===== src/rtl/base3_to_base2_pkg.sv =====
// Shared definitions for the base-3 to binary converter: FSM states, word
// geometry, saturation limit and the illegal trit encoding.
package base3_to_base2_pkg;

   typedef enum logic [1:0] {
      IDLE = 2'd0,
      CONV = 2'd1,
      DONE = 2'd2
   } state_t;

   localparam int TRIT_W  = 2;
   localparam int N_TRITS = 16;
   localparam int WORD_W  = TRIT_W * N_TRITS;
   localparam int BIN_W   = 16;
   localparam int ACC_W   = 18;
   localparam int CNT_W   = 4;

   localparam logic [BIN_W-1:0]  BIN_MAX  = 16'hFFFF;
   localparam logic [TRIT_W-1:0] TRIT_BAD = 2'b11;
   localparam logic [CNT_W-1:0]  CNT_LAST = CNT_W'(N_TRITS - 1);

   function automatic logic is_bad_trit(input logic [TRIT_W-1:0] t);
      return t == TRIT_BAD;
   endfunction

endpackage


===== src/rtl/base3_to_base2_trit_mac.sv =====
// One Horner step: sum = acc*3 + trit, saturated to BIN_MAX, with the illegal
// encoding 11 flagged and treated as 0. Purely combinational.
module trit_mac
   import base3_to_base2_pkg::*;
(
   input  logic [ACC_W-1:0]  acc,
   input  logic [TRIT_W-1:0] trit,
   output logic [ACC_W-1:0]  sum,
   output logic              sat,
   output logic              bad
);

   logic [TRIT_W-1:0] trit_eff;
   logic [ACC_W-1:0]  acc_x3;
   logic [ACC_W-1:0]  raw;

   assign bad      = is_bad_trit(trit);
   assign trit_eff = bad ? '0 : trit;

   // acc never exceeds BIN_MAX on entry, so 3*acc+2 fits in 18 bits without wrap.
   assign acc_x3   = (acc << 1) + acc;
   assign raw      = acc_x3 + ACC_W'(trit_eff);
   assign sat      = raw > ACC_W'(BIN_MAX);
   assign sum      = sat ? ACC_W'(BIN_MAX) : raw;

endmodule


===== src/rtl/base3_to_base2.sv =====
// Iterative packed base-3 (16 trits) to 16-bit binary converter, MS trit first,
// one trit per clock, with sticky overflow and illegal-trit reporting.
module base3_to_base2
   import base3_to_base2_pkg::*;
(
   input  logic              clk,
   input  logic              rst_n,
   input  logic [WORD_W-1:0] base3_no,
   input  logic              en,
   output logic [BIN_W-1:0]  base2_no,
   output logic              done,
   output logic              ovf,
   output logic              bad_digit
);

   state_t            state;
   logic [WORD_W-1:0] shreg;
   logic [ACC_W-1:0]  acc;
   logic [CNT_W-1:0]  cnt;
   logic              ovf_sticky;
   logic              bad_sticky;

   logic [ACC_W-1:0]  mac_sum;
   logic              mac_sat;
   logic              mac_bad;

   trit_mac u_trit_mac (
      .acc  (acc),
      .trit (shreg[WORD_W-1 -: TRIT_W]),
      .sum  (mac_sum),
      .sat  (mac_sat),
      .bad  (mac_bad)
   );

   // NOTE: every register here uses <= so each edge sees the pre-edge values of
   // acc, shreg and the sticky flags, regardless of statement order.
   always_ff @(posedge clk or negedge rst_n) begin
      if (!rst_n) begin
         state      <= IDLE;
         shreg      <= '0;
         acc        <= '0;
         cnt        <= '0;
         ovf_sticky <= 1'b0;
         bad_sticky <= 1'b0;
         base2_no   <= '0;
         done       <= 1'b0;
         ovf        <= 1'b0;
         bad_digit  <= 1'b0;
      end else begin
         case (state)
            IDLE: begin
               done <= 1'b0;
               if (en) begin
                  shreg      <= base3_no;
                  acc        <= '0;
                  cnt        <= CNT_LAST;
                  ovf_sticky <= 1'b0;
                  bad_sticky <= 1'b0;
                  state      <= CONV;
               end
            end

            CONV: begin
               shreg      <= shreg << TRIT_W;
               acc        <= mac_sum;
               ovf_sticky <= ovf_sticky | mac_sat;
               bad_sticky <= bad_sticky | mac_bad;
               cnt        <= cnt - 1'b1;
               // Last trit: publish the result on the same edge that enters DONE.
               if (cnt == '0) begin
                  base2_no  <= mac_sum[BIN_W-1:0];
                  ovf       <= ovf_sticky | mac_sat;
                  bad_digit <= bad_sticky | mac_bad;
                  done      <= 1'b1;
                  state     <= DONE;
               end
            end

            DONE: begin
               done  <= 1'b0;
               state <= IDLE;
            end

            default: begin
               done  <= 1'b0;
               state <= IDLE;
            end
         endcase
      end
   end

endmodule


===== config.mk =====
export PLATFORM = sky130hd
export DESIGN_NAME = base3_to_base2
export DESIGN_NICKNAME = d
export VERILOG_FILES = /design/src/rtl/base3_to_base2_pkg.sv /design/src/rtl/base3_to_base2_trit_mac.sv /design/src/rtl/base3_to_base2.sv
export SDC_FILE = /design/constraint.sdc
export NUM_CORES = 1
export LEC_CHECK = 0
export ABC_AREA = 1
export CAP_MARGIN = 25
export CORE_MARGIN = 2
export CORE_UTILIZATION = 25
export CTS_CLUSTER_SIZE = 24
export DETAILED_ROUTE_END_ITERATION = 8
export GPL_ROUTABILITY_DRIVEN = 1
export HOLD_SLACK_MARGIN = 0.02
export SLEW_MARGIN = 20
export SYNTH_ARGS = -nofsm -noshare
export SYNTH_HDL_FRONTEND = slang
export SYNTH_SLANG_ARGS = --single-unit

===== constraint.sdc =====
create_clock -name clk -period 4.1 [get_ports clk]
set_input_delay 0.82 -clock clk [delete_from_list [all_inputs] [get_ports clk]]
set_output_delay 0.82 -clock clk [all_outputs]
set_load 0.01 [all_outputs]

==> results of run 1 <==
## cell type report
type | instances | share of cell area (%)
multi-input combinational | 409 | 39.93
sequential | 77 | 34.45
timing repair buffer | 57 | 10.04
tap | 229 | 5.123
inverter | 67 | 4.497
clock buffer | 10 | 4.273
clock inverter | 6 | 1.678
## state kept, by name, indices dropped and copies added, names as in the netlist
register / flops
acc: 18
bad_digit: 1
bad_sticky: 1
base2_no: 16
cnt: 4
done: 1
ovf: 1
ovf_sticky: 1
shreg: 32
state: 2
## cells in the final DEF (no fill, tap or decap), types with 4 or more instances in the layout
cell / n
o21ai_0: 11
clkdlybuf4s50_1: 52
a22oi_1: 24
buf_4: 4
o211ai_1: 5
a21oi_1: 9
nand3_1: 17
xnor2_1: 7
inv_1: 60
nand3_2: 11
nand2_2: 7
nand2_1: 243
ha_1: 33
nor2_1: 16
clkbuf_16: 9
inv_2: 7
dfrtp_1: 77
## stage by stage
step	instance area, µm²	utilization [%]	hold WS (ns)	std cells	worst slack, ns
finish	5593	31.35	0.4799	855	1.310
global placement	5256	29.46	0.4640	839	1.361
CTS	5589	31.33	0.4812	855	1.287
floorplan	4513	-	0.4500	570	1.566
detailed placement	5256	29.46	0.4651	839	1.296
global route	5593	31.35	0.4910	855	1.061
## layer usage
layer / vias to the layer above / wire length, µm / part of all wire, % / track usage (%)
li1: 1910 / - / - / -
met1: 1748 / 4845 / 48 / 14.36
met2: 71 / 4822 / 47 / 18.97
met3: 13 / 346 / 3.4 / 2.355
met4: 0 / 180 / 1.8 / 3.974
met5: - / 0 / 0 / 0
## how the worst min path moves through the flow
| stage | endpoint | slack [ns] | from |
|---|---|---|---|
| floorplan | shreg[12] | 0.45 | shreg[12] |
| global placement | shreg[12] | 0.46 | shreg[12] |
| detailed placement | done | 0.47 | done |
| CTS | done | 0.48 | done |
| global route | shreg[9] | 0.49 | shreg[9] |
| finish | done | 0.48 | done |
## worst register-to-register path, stage by stage (launching register included)
cell     delay, ns
dfrtp_1       0.39
nor2_1        0.14
fa_1          0.43
ha_1          0.23
fa_1          0.40
nand2_1       0.08
nand2_1       0.08
nand3_1       0.09
nand2_1       0.12
nand2_2       0.10
nand3_2       0.08
nand2_4       0.24
nand3_1       0.15
nand2_1       0.09
nand2_1       0.05
## synthesized netlist by cell type
library cell	number	share of area (%)
a21oi_1	9	1.0
a21oi_2	2	0.39
a22o_1	2	0.39
a22oi_1	24	4.0
and2_1	1	0.14
buf_12	2	0.89
buf_2	6	0.67
clkbuf_1	9	0.75
dfrtp_1	77	43
fa_1	2	0.89
ha_1	33	9.1
inv_1	60	5.0
inv_2	7	0.58
nand2_1	243	20
nand2_2	7	0.97
nand2_4	2	0.50
nand3_1	17	1.9
nand3_2	11	2.4
nand3b_1	3	0.50
nand4_1	1	0.14
nor2_1	17	1.4
nor2_2	1	0.14
nor2_4	2	0.50
nor3_1	3	0.33
nor3_2	1	0.22
o211ai_1	5	0.83
o21ai_0	11	1.2
o21ai_1	1	0.11
or2_2	1	0.14
or3b_1	1	0.19
xnor2_1	7	1.4
xor2_1	2	0.39
## cell families (layout without fill, tap and decap cells)
logic type      count (synthesis)  in the layout  share of synthesized area [%]
flops                          77             77                          42.69
compound gates                 54             54                          7.929
simple gates                  311            311                          29.72
fa+ha+maj                      35             35                          10.04
xor+xnor                        9              9                          1.747
buf+inv                        84            140                          7.874
==> out/summary.txt, run 1 <==
CP Data Required Time -> 4.33 ns
Crit path DAT -> 3.02 ns
HPWL Detailed -> 7183 µm
Register area -> 1927 µm²
FF-to-FF End -> base2_no[15]
CTS clk-pin slew, worst paths -> 0.06 ns
Die Width -> 138.4 µm
Ports -> 54
Die Area -> 19,140 µm²
Setup violators final -> 0
Largest net degree at the start of global routing -> 78
Cell count after synthesis -> 570
Crit path depth -> 14
GR Util All Layers -> 11.27%
TritonCTS buffer count -> 9
Global route overflow -> 0
Max Freq -> 358.4 MHz
Hold WC Path Type -> reg2reg
First-pass GRT wire length -> 17,860 µm
Clock skew -> 0.008531 ns
TritonRoute pass-1 iters -> 6
Max stage delay on crit path -> 0.43 ns
GPL Wtd Cong -> 0.8269
CP top delay family -> simple AND/OR/NAND/NOR gates
Critical path's slowest cell -> fa_1
Clk sink count -> 77
Antenna-violating nets left -> 0
Drt via density -> 4.377
Routed wire length -> 10,200 µm
Clock Tree Buf Depth -> 2
FF-to-FF setup slack -> 1.31 ns
Area Overhead vs Synth -> 23.93%
CP max FO -> 17
Final setup TNS -> 0 ns
CP Class -> reg2reg
WL/cell -> 11.92 µm
H-tree depth -> 3
Initial antenna violation count -> 0
Post-synthesis cell type count -> 32
Slew Limit Headroom -> 52.35%
Final net count -> 691
Clock Tree Root -> clkbuf_16
Port Buf Inserts -> 53
Sequential area share after synthesis -> 42.69%
Slew Viols, Final -> 0
Most common cell on crit path -> nand2_1
Synthesized area -> 4513 µm²
Crit path to -> base2_no[15]
R2R cell count -> 14
Synthesis-stage register bit count -> 77
Outcome -> complete, no violations
Filler instances -> 1,861
Reg2reg start -> shreg[30]
# diodes -> 0
Min Tclk post-route -> 2.790 ns
Mean post-synth cell area -> 7.918 µm²
Die Span Y -> 138.4 µm
CTS tree -> built
Hold Vio Cnt, Final -> 0
Area of the multi-input gates -> 2233 µm²
Max cap viols -> 0
Via Count -> 3,742
Mapped Nets -> 640
Measured slew at the worst slew-check pin -> 0.7148 ns
Num rows -> 49
# DRC -> 0
Startpoint types -> flip-flop
Initial drt markers -> 144
PostCTS Resize Cnt -> 0
Hold Path Stages -> 2
Vias in the first global route -> 3,710
Core area -> 17,840 µm²
Crit share post-route -> 68.05%
CP Launch Point -> shreg[30]
CP Cell Sequence -> nor2_1 > fa_1 > ha_1 > fa_1 > nand2_1 > nand2_1 > nand3_1 > nand2_1 > nand2_2 > nand3_2 > nand2_4 > nand3_1 > nand2_1 > nand2_1
Ys Warns -> 0
Hold-fix buffers at CTS -> 0
Layout cells sized above 1 -> 8.946%
Buf/Inv on CP -> 0
Total setup buffers inserted after CTS -> 0
Crit path capture type -> flip-flop
Initial Util -> 25.30%
Clk_lat worst skew -> 0.34 ns
RSZ-0062 raised after global routing -> no
Power of run 1 is not shown: default switching activity piles up to over one toggle a cycle in this logic, so the estimate is an artifact.
==> inputs of run 2 (changes only) <==
Clock period 4.1 ns to 2.52 ns, I/O delays scaled along.
==> run 2 against run 1 <==
Via count grew 1.6%. Highest routed layer unchanged. Setup slack lost 1.3 ns. Worst hold slack lost 0.34 ns.
==> out/summary.txt, run 2 (synthesis gave the netlist of run 1 again) <==
Startpoint types -> flip-flop (unchanged)
Vias in the first global route -> 3,890 (was 3,710)
HPWL Detailed -> 7530 µm (was 7183 µm)
Final setup TNS -> 0 ns (unchanged)
Slew Viols, Final -> 0 (unchanged)
Die Width -> 138.4 µm (unchanged)
Setup violators final -> 0 (unchanged)
Max FFs per register -> 32 (unchanged)
GPL Wtd Cong -> 0.7955 (was 0.8269)
TritonCTS buffer count -> 9 (unchanged)
CP max FO -> 8 (was 17)
Reg2reg start -> shreg[31] (was shreg[30])
Clock skew -> 0.005359 ns (was 0.008531 ns)
Drt via density -> 4.341 (was 4.377)
CP Class -> reg2reg (unchanged)
Non-filler cells, final -> 876 (was 855)
# diodes -> 0 (unchanged)
Initial Util -> 25.30% (unchanged)
CTS clk-pin slew, worst paths -> 0.06 ns (about the same)
Ports -> 54 (unchanged)
FF-to-FF End -> base2_no[5] (was base2_no[15])
Hold WC Path Type -> in2async (was reg2reg)
Initial drt markers -> 183 (was 144)
Placed cell count -> 851 (was 839)
Outcome -> complete, no violations (unchanged)
Biggest register -> shreg (unchanged)
Initial antenna violation count -> 0 (unchanged)
Crit path DAT -> 2.74 ns (was 3.02 ns)
Commonest cells after routing, fill and taps aside -> nand2_1 (235), dfrtp_1 (77), inv_1 (59) (was nand2_1 (243), dfrtp_1 (77), inv_1 (60))
Min Tclk post-route -> 2.515 ns (was 2.790 ns)
Most common cell on crit path -> nand2_2 (was nand2_1)
FF-to-FF setup slack -> 0.005 ns (was 1.31 ns)
Crit share post-route -> 99.80% (was 68.05%)
Core area -> 17,840 µm² (unchanged)
H-tree depth -> 3 (unchanged)
Die Span Y -> 138.4 µm (unchanged)
First-pass GRT wire length -> 18,260 µm (was 17,860 µm)
Area Overhead vs Synth -> 30.58% (was 23.93%)
Final net count -> 713 (was 691)
Crit path capture type -> flip-flop (unchanged)
Crit path depth -> 15 (was 14)
Max cap viols -> 0 (unchanged)
Die Area -> 19,140 µm² (unchanged)
Hold Vio Cnt, Final -> 0 (unchanged)
Port Buf Inserts -> 53 (unchanged)
CTS tree -> built (unchanged)
Buf/Inv on CP -> 1 (was 0)
Measured slew at the worst slew-check pin -> 0.8151 ns (was 0.7148 ns)
Clk_lat worst skew -> 0.33 ns (was 0.34 ns)
Num rows -> 49 (unchanged)
Global route overflow -> 0 (unchanged)
Clk sink count -> 77 (unchanged)
Clock Tree Buf Depth -> 2 (unchanged)
RSZ-0062 raised after global routing -> yes (was no)
Clock Tree Root -> clkbuf_16 (unchanged)
CP Data Required Time -> 2.74 ns (was 4.33 ns)
CP Launch Point -> shreg[31] (was shreg[30])
Largest net degree at the start of global routing -> 44 (was 78)
R2R cell count -> 15 (was 14)
TritonRoute pass-1 iters -> 4 (was 6)
Top flop regs -> shreg (32), acc (18), base2_no (16) (unchanged)
Routed wire length -> 11,050 µm (was 10,200 µm)
GR Util All Layers -> 11.46% (was 11.27%)
CP top delay family -> simple AND/OR/NAND/NOR gates (unchanged)
Slew Limit Headroom -> 45.60% (was 52.35%)
CP Cell Sequence -> inv_2 > nor2_2 > fa_1 > ha_2 > fa_2 > nand2_2 > nand2_2 > nand3_2 > nand2_2 > nand2_4 > nand3_4 > nand2_8 > nand3_2 > nand2_1 > nand2_1 (was nor2_1 > fa_1 > ha_1 > fa_1 > nand2_1 > nand2_1 > nand3_1 > nand2_1 > nand2_2 > nand3_2 > nand2_4 > nand3_1 > nand2_1 > nand2_1)
Max stage delay on crit path -> 0.42 ns (was 0.43 ns)
Via Count -> 3,803 (was 3,742)
# DRC -> 0 (unchanged)
Commonest non-fill, non-tap cell in the layout -> nand2_1 (unchanged)
Critical path's slowest cell -> fa_1 (unchanged)
Antenna-violating nets left -> 0 (unchanged)
Max Freq -> 397.6 MHz (was 358.4 MHz)
Hold-fix buffers at CTS -> 0 (unchanged)
Layout cells sized above 1 -> 15.61% (was 8.946%)
WL/cell -> 12.61 µm (was 11.92 µm)
run 2: cell count changes in the layout (fill, tap and decap cells not counted), moves of 4 or more:
cell	change
buf_4	+18
nand2_1	-8
nand2_2	+5
nand2_8	+5
nand3_1	-9
nand3_2	+4
nand3_4	+5
run 2: timing repair:
item	in CTS	in global routing
resized for setup	13	23
cloned	2	2
setup buffers	4	2
endpoints found under the setup margin	34	34
pin swaps	10	20
run 2: per-layer routing:
layer	global-route usage (%)	routed length (µm)
met5	0	0
met4	4.296	201
met3	1.663	305
met2	19.67	5400
met1	14.65	5140
run 2: worst max-delay path by stage:
stage                         to  slack (ns)
CTS                  base2_no[5]       -0.03
floorplan            base2_no[3]        0.05
finish               base2_no[5]       0.005
global placement    base2_no[15]       -0.08
detailed placement  base2_no[13]       -0.15
global route              acc[4]       -0.14
run 2: area by class of cell:
type	count	area, µm²
clock buffers	9	225.2
clock inverters	6	41.29
fillers	1844	11950
inverters	67	251.5
multi-input cells	413	2456
flip-flops and latches	77	1927
well taps	229	286.5
repair buffers	75	705.7
run 2: through the flow:
step	worst slack (ns)	util [%]	cell area, µm²	hold WS (ns)
global placement	-0.07936	30.05	5361	0.4643
floorplan	0.04561	-	4516	0.2084
global route	-0.1396	33.03	5893	0.1746
finish	0.005058	33.03	5893	0.1413
CTS	-0.02600	32.16	5738	0.1514
detailed placement	-0.1518	30.05	5361	0.4674
run 2: worst reg2reg max path: stages, from the launching register on:
cell and delay (ns):
dfrtp_1 0.35, inv_2 0.04, nor2_2 0.11, fa_1 0.42
ha_2 0.21, fa_2 0.35, nand2_2 0.07, nand2_2 0.07
nand3_2 0.07, nand2_2 0.08, nand2_4 0.09, nand3_4 0.15
nand2_8 0.19, nand3_2 0.10, nand2_1 0.07, nand2_1 0.05
Power of run 2 is left out for the same reason.
==> inputs of run 3 (changes only) <==
Settings changed: CTS_CLUSTER_DIAMETER set to 30.
==> results of run 3 <==
No change in the layout: final DEF, timing and power equal those of run 2.
Power of run 3 is left out for the same reason.
